[config.mk]
export PLATFORM = sky130hd
export DESIGN_NAME = line_repair_arbiter_flat
export DESIGN_NICKNAME = d
export VERILOG_FILES = /design/src/rtl/line_repair_arbiter_pkg.sv /design/src/rtl/line_repair_arbiter_if.sv /design/src/rtl/line_repair_arbiter_line_assembler.sv /design/src/rtl/line_repair_arbiter.sv /design/src/flat_wrapper.sv
export SDC_FILE = /design/constraint.sdc
export NUM_CORES = 2
export LEC_CHECK = 0
export BUFFER_PORTS_ARGS = -buffer_cell sky130_fd_sc_hd__buf_4
export CAP_MARGIN = 20
export CORE_AREA = 2 2 501 503
export CTS_CLUSTER_SIZE = 25
export DETAILED_ROUTE_END_ITERATION = 7
export DIE_AREA = 0 0 503 505
export GPL_TIMING_DRIVEN = 0
export HOLD_SLACK_MARGIN = 0.15
export PLACE_DENSITY = 0.53
export SLEW_MARGIN = 20
export SYNTH_ARGS = -nofsm -noshare
export SYNTH_HDL_FRONTEND = slang
export SYNTH_HIERARCHICAL = 1
export SYNTH_SLANG_ARGS = --single-unit
[constraint.sdc]
create_clock -name clk -period 3.6 [get_ports clk]
set_input_delay 0.36 -clock clk [delete_from_list [all_inputs] [get_ports clk]]
set_output_delay 0.36 -clock clk [all_outputs]
set_load 0.01 [all_outputs]
[src/rtl/line_repair_arbiter_pkg.sv]
// Shared types and constants for the cache line repair arbiter.
package line_repair_arbiter_pkg;

  localparam int WORD_W        = 32;
  localparam int LINE_OFFSET_W = 7;
  localparam int LINE_BYTES    = 1 << LINE_OFFSET_W;

  typedef enum logic [2:0] {
    ST_IDLE    = 3'd0,
    ST_GRANT   = 3'd1,
    ST_FETCH   = 3'd2,
    ST_DELIVER = 3'd3,
    ST_DONE    = 3'd4
  } state_e;

  // Clear the byte offset within a line to get the line base address.
  function automatic logic [31:0] line_base(input logic [31:0] addr);
    return addr & ~(32'(LINE_BYTES) - 32'd1);
  endfunction

endpackage

[src/rtl/line_repair_arbiter_if.sv]
// Arbiter <-> cache controller signal bundle.
// Handshake semantics: requests are levels sampled in IDLE; *_req_acq,
// raddr_valid, waddr_valid, sent_repair and repair_resolved are one-cycle
// pulses with no back-pressure; rdata_valid qualifies rdata for exactly one
// cycle and is only accepted while a beat is outstanding.
interface ArbiterControllerIF #(parameter int LINE_WORDS = 32);
  logic                      read_repair_request;
  logic                      write_repair_request;
  logic [31:0]               missed_addr;
  logic [31:0]               rdata;
  logic                      rdata_valid;
  logic                      read_repair_req_acq;
  logic                      write_repair_req_acq;
  logic                      raddr_valid;
  logic [31:0]               raddr;
  logic                      waddr_valid;
  logic [31:0]               waddr;
  logic [32*LINE_WORDS-1:0]  wdata;
  logic [4*LINE_WORDS-1:0]   wmask;
  logic                      sent_repair;
  logic                      repair_resolved;

  modport Arbiter (
    input  read_repair_request, write_repair_request, missed_addr, rdata, rdata_valid,
    output read_repair_req_acq, write_repair_req_acq, raddr_valid, raddr,
           waddr_valid, waddr, wdata, wmask, sent_repair, repair_resolved
  );

  modport Controller (
    output read_repair_request, write_repair_request, missed_addr, rdata, rdata_valid,
    input  read_repair_req_acq, write_repair_req_acq, raddr_valid, raddr,
           waddr_valid, waddr, wdata, wmask, sent_repair, repair_resolved
  );
endinterface

[src/rtl/line_repair_arbiter_line_assembler.sv]
// Beat counter and line buffer: collects one word per accepted beat.
module line_assembler
  import line_repair_arbiter_pkg::*;
#(
  parameter int LINE_WORDS = 32,
  parameter int BW         = $clog2(LINE_WORDS)
) (
  input  logic                         clk,
  input  logic                         rst_n,
  input  logic                         clear_i,
  input  logic                         wr_en_i,
  input  logic [WORD_W-1:0]            word_i,
  output logic [BW-1:0]                beat_o,
  output logic                         last_o,
  output logic [WORD_W*LINE_WORDS-1:0] line_o
);

  logic [BW-1:0]                beat_q;
  logic [WORD_W*LINE_WORDS-1:0] line_q;
  logic [LINE_WORDS-1:0]        we_d;

  assign beat_o = beat_q;
  assign last_o = (beat_q == BW'(LINE_WORDS - 1));
  assign line_o = line_q;

  // Decode the current beat into a one-hot word write enable.
  always_comb begin
    we_d = '0;
    for (int i = 0; i < LINE_WORDS; i++) begin
      we_d[i] = wr_en_i && (beat_q == BW'(i));
    end
  end

  // Beat counter: holds at the last beat so it never wraps into a new one.
  always_ff @(posedge clk or negedge rst_n) begin
    if (!rst_n) begin
      beat_q <= '0;
    end else if (clear_i) begin
      beat_q <= '0;
    end else if (wr_en_i && !last_o) begin
      beat_q <= beat_q + BW'(1);
    end
  end

  // Line buffer: word i lands in bits [32i+31:32i].
  always_ff @(posedge clk or negedge rst_n) begin
    if (!rst_n) begin
      line_q <= '0;
    end else if (clear_i) begin
      line_q <= '0;
    end else begin
      for (int i = 0; i < LINE_WORDS; i++) begin
        if (we_d[i]) line_q[WORD_W*i +: WORD_W] <= word_i;
      end
    end
  end

endmodule

[src/rtl/line_repair_arbiter.sv]
// Arbitrates read/write line repairs, fetches a line beat by beat with
// timeout reissue, then delivers the assembled line to the controller.
module line_repair_arbiter
  import line_repair_arbiter_pkg::*;
#(
  parameter int LINE_WORDS   = 32,
  parameter int BEAT_TIMEOUT = 255
) (
  input  logic                clk,
  input  logic                rst_n,
  ArbiterControllerIF.Arbiter bus,
  output state_e              state_o
);

  localparam int BW = $clog2(LINE_WORDS);
  localparam int TW = $clog2(BEAT_TIMEOUT + 1);

  state_e                       state_q, state_d;
  logic [31:0]                  base_q, raddr_q, waddr_q;
  logic [32*LINE_WORDS-1:0]     wdata_q;
  logic                         grant_read_q, last_write_q;
  logic                         issue_q;
  logic [TW-1:0]                timer_q;
  logic [BW-1:0]                beat;
  logic                         last_beat;
  logic [32*LINE_WORDS-1:0]     line;
  logic                         pick_read, take_beat, timeout;

  assign state_o   = state_q;
  // Round-robin: on a tie grant the type that was not granted last.
  assign pick_read = bus.read_repair_request && (!bus.write_repair_request || last_write_q);
  // A beat is outstanding in FETCH on every cycle other than the issue cycle.
  assign take_beat = (state_q == ST_FETCH) && !issue_q && bus.rdata_valid;
  assign timeout   = (state_q == ST_FETCH) && !issue_q && !bus.rdata_valid &&
                     (timer_q == TW'(BEAT_TIMEOUT - 1));

  line_assembler #(.LINE_WORDS(LINE_WORDS)) u_asm (
    .clk     (clk),
    .rst_n   (rst_n),
    .clear_i (state_q == ST_GRANT),
    .wr_en_i (take_beat),
    .word_i  (bus.rdata),
    .beat_o  (beat),
    .last_o  (last_beat),
    .line_o  (line)
  );

  // State register.
  always_ff @(posedge clk or negedge rst_n) begin
    if (!rst_n) state_q <= ST_IDLE;
    else        state_q <= state_d;
  end

  // Next-state logic.
  always_comb begin
    state_d = state_q;
    case (state_q)
      ST_IDLE:    if (bus.read_repair_request || bus.write_repair_request) state_d = ST_GRANT;
      ST_GRANT:   state_d = ST_FETCH;
      ST_FETCH:   if (take_beat && last_beat) state_d = ST_DELIVER;
      ST_DELIVER: state_d = ST_DONE;
      ST_DONE:    state_d = ST_IDLE;
      default:    state_d = ST_IDLE;
    endcase
  end

  // Datapath registers: grant bookkeeping, beat issue/timeout, held addresses.
  always_ff @(posedge clk or negedge rst_n) begin
    if (!rst_n) begin
      base_q       <= '0;
      raddr_q      <= '0;
      waddr_q      <= '0;
      wdata_q      <= '0;
      grant_read_q <= 1'b0;
      last_write_q <= 1'b1;
      issue_q      <= 1'b0;
      timer_q      <= '0;
    end else begin
      case (state_q)
        ST_IDLE: begin
          if (state_d == ST_GRANT) begin
            grant_read_q <= pick_read;
            last_write_q <= !pick_read;
            base_q       <= line_base(bus.missed_addr);
          end
        end
        ST_GRANT: begin
          raddr_q <= base_q;
          issue_q <= 1'b1;
          timer_q <= '0;
        end
        ST_FETCH: begin
          if (issue_q) begin
            issue_q <= 1'b0;
            timer_q <= '0;
          end else if (take_beat) begin
            if (last_beat) begin
              waddr_q <= base_q;
            end else begin
              issue_q <= 1'b1;
              raddr_q <= base_q + ((32'(beat) + 32'd1) << 2);
            end
          end else if (timeout) begin
            issue_q <= 1'b1;
          end else begin
            timer_q <= timer_q + TW'(1);
          end
        end
        ST_DELIVER: begin
          wdata_q <= line;
          issue_q <= 1'b0;
        end
        default: ;
      endcase
    end
  end

  // Output decode: pulses from the current state, held values otherwise.
  always_comb begin
    bus.read_repair_req_acq  = (state_q == ST_GRANT) && grant_read_q;
    bus.write_repair_req_acq = (state_q == ST_GRANT) && !grant_read_q;
    bus.raddr_valid          = (state_q == ST_FETCH) && issue_q;
    bus.raddr                = raddr_q;
    bus.waddr_valid          = (state_q == ST_DELIVER);
    bus.waddr                = waddr_q;
    bus.wdata                = (state_q == ST_DELIVER) ? line : wdata_q;
    bus.wmask                = (state_q == ST_DELIVER) ? '1 : '0;
    bus.sent_repair          = (state_q == ST_DELIVER);
    bus.repair_resolved      = (state_q == ST_DONE);
  end

endmodule
[src/flat_wrapper.sv]
// flat-port wrapper written by rule: the top's interface ports become plain ports
module line_repair_arbiter_flat import line_repair_arbiter_pkg::*;
#(
  parameter int LINE_WORDS   = 32,
  parameter int BEAT_TIMEOUT = 255
)
  (clk, rst_n, state_o, bus_read_repair_request, bus_write_repair_request, bus_missed_addr, bus_rdata, bus_rdata_valid, bus_read_repair_req_acq, bus_write_repair_req_acq, bus_raddr_valid, bus_raddr, bus_waddr_valid, bus_waddr, bus_wdata, bus_wmask, bus_sent_repair, bus_repair_resolved);
  ArbiterControllerIF #(.LINE_WORDS(LINE_WORDS)) bus_i ();
  input  logic clk;
  input  logic rst_n;
  output state_e state_o;
  input wire logic [$bits(bus_i.read_repair_request)-1:0] bus_read_repair_request;
  input wire logic [$bits(bus_i.write_repair_request)-1:0] bus_write_repair_request;
  input wire logic [$bits(bus_i.missed_addr)-1:0] bus_missed_addr;
  input wire logic [$bits(bus_i.rdata)-1:0] bus_rdata;
  input wire logic [$bits(bus_i.rdata_valid)-1:0] bus_rdata_valid;
  output wire logic [$bits(bus_i.read_repair_req_acq)-1:0] bus_read_repair_req_acq;
  output wire logic [$bits(bus_i.write_repair_req_acq)-1:0] bus_write_repair_req_acq;
  output wire logic [$bits(bus_i.raddr_valid)-1:0] bus_raddr_valid;
  output wire logic [$bits(bus_i.raddr)-1:0] bus_raddr;
  output wire logic [$bits(bus_i.waddr_valid)-1:0] bus_waddr_valid;
  output wire logic [$bits(bus_i.waddr)-1:0] bus_waddr;
  output wire logic [$bits(bus_i.wdata)-1:0] bus_wdata;
  output wire logic [$bits(bus_i.wmask)-1:0] bus_wmask;
  output wire logic [$bits(bus_i.sent_repair)-1:0] bus_sent_repair;
  output wire logic [$bits(bus_i.repair_resolved)-1:0] bus_repair_resolved;
  assign bus_i.read_repair_request = bus_read_repair_request;
  assign bus_i.write_repair_request = bus_write_repair_request;
  assign bus_i.missed_addr = bus_missed_addr;
  assign bus_i.rdata = bus_rdata;
  assign bus_i.rdata_valid = bus_rdata_valid;
  assign bus_read_repair_req_acq = bus_i.read_repair_req_acq;
  assign bus_write_repair_req_acq = bus_i.write_repair_req_acq;
  assign bus_raddr_valid = bus_i.raddr_valid;
  assign bus_raddr = bus_i.raddr;
  assign bus_waddr_valid = bus_i.waddr_valid;
  assign bus_waddr = bus_i.waddr;
  assign bus_wdata = bus_i.wdata;
  assign bus_wmask = bus_i.wmask;
  assign bus_sent_repair = bus_i.sent_repair;
  assign bus_repair_resolved = bus_i.repair_resolved;
  line_repair_arbiter #(.LINE_WORDS(LINE_WORDS), .BEAT_TIMEOUT(BEAT_TIMEOUT)) u_core (.clk(clk), .rst_n(rst_n), .bus(bus_i), .state_o(state_o));
endmodule
# == Yosys cells after proc, flatten, opt, wreduce, memory -nomap -nowiden ==
# Cells that the tools add are included.
# classes
n_addsub,4
eq_ne,42
n_mux,53
bitwise,1
reduce_logical,90
# ops
op,n
$mux 1024,2
$mux 32,35
$mux 128,1
$eq 5x5->1 const B,16
$reduce_bool 2->1,34
$pmux 32 s2,1
$logic_and 1x1->1,41
$eq 5x4->1 const B,8
$add 32x32->32,1
$mux 8,3
$eq 5x3->1 const B,4
$pmux 8 s2,1
$pmux 3 s4,1
$eq 5x2->1 const B,2
$mux 5,2
$add 8x1->8 const B,1
$eq 8x8->1 const B,1
$reduce_and 4->1,2
$add 5x1->6 const B,1
$eq 3x1->1 const B,2
$eq 3x2->1 const B,2
$logic_not 1->1,6
$mux 3,2
$ne 3x2->1 const B,2
14 further kinds,19
# totals
regBits,2149
input_bits,69
output_inout_bits,1225
wordCells,232

# == Logic depth before layout (Yosys ltp) ==
# logic_depth
depth_word,8
depth_mapped,10
mapped_depth_nobuf,8

# == Modules after synthesis ==
# The synthesis kept the hierarchy.
# modules_own_cells
module,instances,cells_per_inst,area_per_inst_um2,seq_area_each_um2
line_assembler,1,3580,44675.3,25749.7
line_repair_arbiter,1,2693,43150.1,27978.1

# == Least setup slack after synthesis ==
# No wires, ideal clock.
# synth_path
kind,register to output
start,register u_core.state_q[1] (netlist: u_core/state_o[1])
end,output port bus_wdata[1014]
arrival_ps,3125
t_required_ps,3240
path_slack_ps,115
stages_incl_launch_ff,9
path_cell_list,dfrtp_1 > buf_2 > inv_1 > nor3b_1 > buf_2 > buf_2 > buf_2 > buf_2 > mux2_2
# synth_via
elab_chain_len,2
# synth_lines
item,line,source
"start, declared",line_repair_arbiter.sv:18,"state_e state_q, state_d;"
"start signal, assigned",line_repair_arbiter.sv:51,else state_q <= state_d;
$eq 3x2->1,--,
named net bus_sent_repair,flat_wrapper.sv:25,output wire logic [$bits(bus_i.sent_repair)-1:0] bus_sent_repair;
$mux 1024,--,
"end, declared",flat_wrapper.sv:23,output wire logic [$bits(bus_i.wdata)-1:0] bus_wdata;
# The timed path passes the listed nets, and every way through them passes these cells.

# == Worst setup path after layout ==
# layout_path
start,register u_core.state_q[2] (netlist: u_core/state_o[2])
end,register u_core.u_asm.line_q[377] (netlist: u_core/u_asm/line_o[377])
# layout_via
elab_chain_len,5
elab_cells_between_ends,7
# layout_lines
item,line,source
$eq 3x2->1,line_repair_arbiter.sv:33,assign take_beat = (state_q == ST_FETCH) && !issue_q && bus.rdata_valid;
$logic_and 1x1->1 (2 in series),line_repair_arbiter.sv:33,
$logic_and 1x1->1,line_repair_arbiter_line_assembler.sv:30,we_d[i] = wr_en_i && (beat_q == BW'(i));
$reduce_bool 2->1 (no line),--,
"end signal, assigned by index",line_repair_arbiter_line_assembler.sv:53,if (we_d[i]) line_q[WORD_W*i +: WORD_W] <= word_i;
"end, declared",line_repair_arbiter_line_assembler.sv:19,logic [WORD_W*LINE_WORDS-1:0] line_q;
# Several ways; a longest one is shown, not always the timed one.
# A chain may end at the register's enable or synchronous reset.

==> flow_summary_export.csv <==
group,metric,value,unit
run_status,status,"finished clean",
power_and_ir_drop,p_leak,62.2,nW
sta,max_slew_margin,20.0,%
sta,rsz0062_at_grt,"yes",
global_routing,grt_use_total,26.6,%
yosys,syn_area,87800,um2
cts,numClockSinks,2147,
critical_path,cpPeakStageDelay,0.89,ns
global_routing,grt_remaining_overflow,0,
cells_and_area,mostFrequentLayoutCells,"dfrtp_1 (2145), buf_4 (1423), nand2b_1 (997)",
global_routing,grt_antenna_before_repair,44,
floorplan,pin_count,1294,
cts,cts_htree_levels,4,
floorplan,start_util,35.4,%
placement,placed_cell_area,103000,um2
critical_path,cp_slowest_cell,"clkbuf_1",
cells_and_area,syn_to_final_growth,30.5,%
floorplan,design.core.area,248000,um2
route,vias_per_cell,4.87,
critical_path,crit_path_start_kind,"flop",
floorplan,die_area,254000,um2
sta,setup_viol,0,
yosys,synth_seq_area_share,61.2,%
cts,clock_tree.buffer_depth,3,
cts,clk_latency,0.88,ns
yosys,ys.flop_type,"dfrtp_1",
sta,period_minus_slack,3.54,ns
floorplan,fp.dieW,503,um
job,maxCapViolCount,0,
cells_and_area,final-seq-area,53700,um2
worst_hold_path,min_path_type,"in2reg",
cells_and_area,stdcell_area,115000,um2
sta,finClkSkew,0.0700,ns
cts,cts_root_buf,"clkbuf_16",
yosys,netlist.area_leader.share,61.1,%
yosys,synth.distinct_cells,62,
sta,final_hold_viol_count,0,
floorplan,num_rows,183,
yosys,postSynth.asyncResetShare,100,%
cells_and_area,fill_cells,22500,
route,firstDrtPassIters,7,
critical_path,worstPathMaxFanout,10,
cts,cts_tree,"built",
sta,setup_tns,0,ns
sta,fmax,0.282,GHz
critical_path,crit_path_end_kind,"flop",
cells_and_area,layout_commonest_cell,"dfrtp_1",
cells_and_area,fin_util,46.2,%
cells_and_area,multi_input_area,31000,um2
floorplan,die_h,505,um
power_and_ir_drop,vdd_drop_max,0.000540,V
global_routing,grt_max_degree,147,
yosys,yosys_warnings,6,
yosys,synth.area.top_cells,"dfrtp_1 (61%), mux2_2 (14%), mux2i_1 (11%), nand2b_1 (7.1%), buf_4 (1.7%)",
route,wl,348000,um
sta,slew_violations,0,
critical_path,crit_chain,"or3b_2 -> inv_1 -> buf_4 -> clkbuf_1 -> nand2b_1 -> clkbuf_1 -> mux2i_1",
route,num_vias,56000,
power_and_ir_drop,total_power,74.6,mW
power_and_ir_drop,p_per_area,651,nW/um2
yosys,synth_cells,6273,
cts,cts_buffers,234,
yosys,ys_ff_latch,2147,
cells_and_area,drive_gt1_share,41.1,%
route,drtIter0Drc,3544,
critical_path,critPathArrivalTime,4.21,ns
cts,cts.clk_slew.worst_paths,0.06,ns
critical_path,crit_type,"reg2reg",
yosys,synth-edff-count,0,
yosys,yosys.area.top_type,"dfrtp_1",
critical_path,required,4.26,ns
cells_and_area,nNetsFinal,8043,
critical_path,critPathMostFrequentCell,"clkbuf_1",
route,drtAntennaViolNets,0,
route,drc,0,
global_routing,grt_pass1_vias,58600,
placement,hpwl,254000,um
global_routing,grt_pass1_wl,474000,um
yosys,avgSynthCellArea,14.0,um2
route,post_drt_wl_per_cell,30.3,um
sta,worst_slew_pin_slew,1.20,ns
placement,globalplace.congestion,0.835,
sta,fin_crit_sh,98.4,%
placement,portBuffers,1277,
[worst max-delay path: cells and delay by family, from the launching register on]
kind          cells  cell delay [ns]
flops             1             0.48
simple gates      2             0.86
mux               1             0.20
buf+inv           4             1.75
[registers in the layout (all words and copies together), names as in the netlist]
name / cells
u_core/issue_q: 1
u_core/timer_q: 8
u_core/u_asm/line_o: 1024
u_core/u_asm/beat_o: 5
u_core/bus.raddr: 30
u_core/state_o: 3
u_core/base_q: 25
u_core/grant_read_q: 1
u_core/last_write_q: 1
u_core/wdata_q: 1024
u_core/bus.waddr: 25
[synth_stat cells (all sizes together) (9+ instances only)]
master	count
nand4	12
or4	14
clkbuf	230
inv	9
buf	378
nand3	29
a31oi	14
nor2	29
mux2	1073
dfrtp	2146
nand2	182
a21oi	66
nand2b	997
ha	11
xor2	9
o31ai	16
o21ai	21
mux2i	962
[final cells by class]
type	count	area share, %
antenna	5	0.0109
buffer	606	3.85
clock buffer	353	6.11
clock inverter	89	1.06
inverter	9	0.0328
multi-input combinational	3517	27.1
sequential	2147	46.9
tap	3330	3.64
timing repair buffer	1448	11.3
[cell families (layout without fill, tap and decap cells)]
logic type | after synthesis | in the layout | synth area share (%)
flops | 2147 | 2147 | 61.2
mux | 2035 | 2035 | 24.7
simple gates | 1316 | 1316 | 8.98
buf+inv | 617 | 2505 | 3.95
compound gates | 129 | 129 | 0.845
xor+xnor | 17 | 17 | 0.170
fa+ha+maj | 11 | 11 | 0.157
other cells | 1 | 14 | 0.00427
[metal layers]
layer / GRT usage [%] / share of wire [%]
met1: 32.9 / 41
met4: 8.68 / 3.5
met2: 43.6 / 48
met3: 8.64 / 8.2
met5: 0 / 0.0037
[stage by stage]
step / hold slack [ns] / setup slack (ns) / instances
4_1_cts: -0.600 / -0.0771 / 11500
5_1_grt: 0.224 / -0.0550 / 11500
3_5_place_dp: 0.258 / -0.894 / 10900
6_report: 0.265 / 0.0577 / 11500
3_3_place_gp: 0.469 / -25.59 / 10900
2_1_floorplan: 0.0644 / 0.115 / 6281
[where the power goes]
part           switching (mW)  total (mW)  internal [mW]  leakage, nW
registers                1.04        27.2           26.2         29.8
logic                    12.6        21.9           9.34         28.3
clock network            10.4        25.5           15.1         4.04
[path summary, 6_finish.rpt]
| check | startpoint | depth (start not counted) | to | slack (ns) |
|---|---|---|---|---|
| worst max-delay path | u_core/state_o[2] | 7 | u_core/u_asm/line_o[377] | 0.06 |
| worst min-delay path | bus_missed_addr[10] | 3 | u_core/base_q[10] | 0.26 |
| worst max register to register | u_core/state_o[2] | 7 | u_core/u_asm/line_o[377] | 0.06 |
| worst min register to register | u_core/bus.raddr[12] | 2 | u_core/bus.raddr[12] | 0.48 |
| max in group asynchronous | rst_n | 12 | u_core/wdata_q[707] | 0.36 |
| min in group asynchronous | rst_n | 6 | u_core/u_asm/line_o[170] | 0.49 |
[what timing repair did]
item | 4_1_cts | 5_1_grt
endpoints found under the hold margin | 548 | 449
endpoints found under the setup margin | 2303 | 1183
gates resized for setup | 181 | 347
hold buffers | 61 | 20
setup buffers | 15 | 4
cloned | 8 | 19
Note: power is estimated with default switching activity, not from simulation.
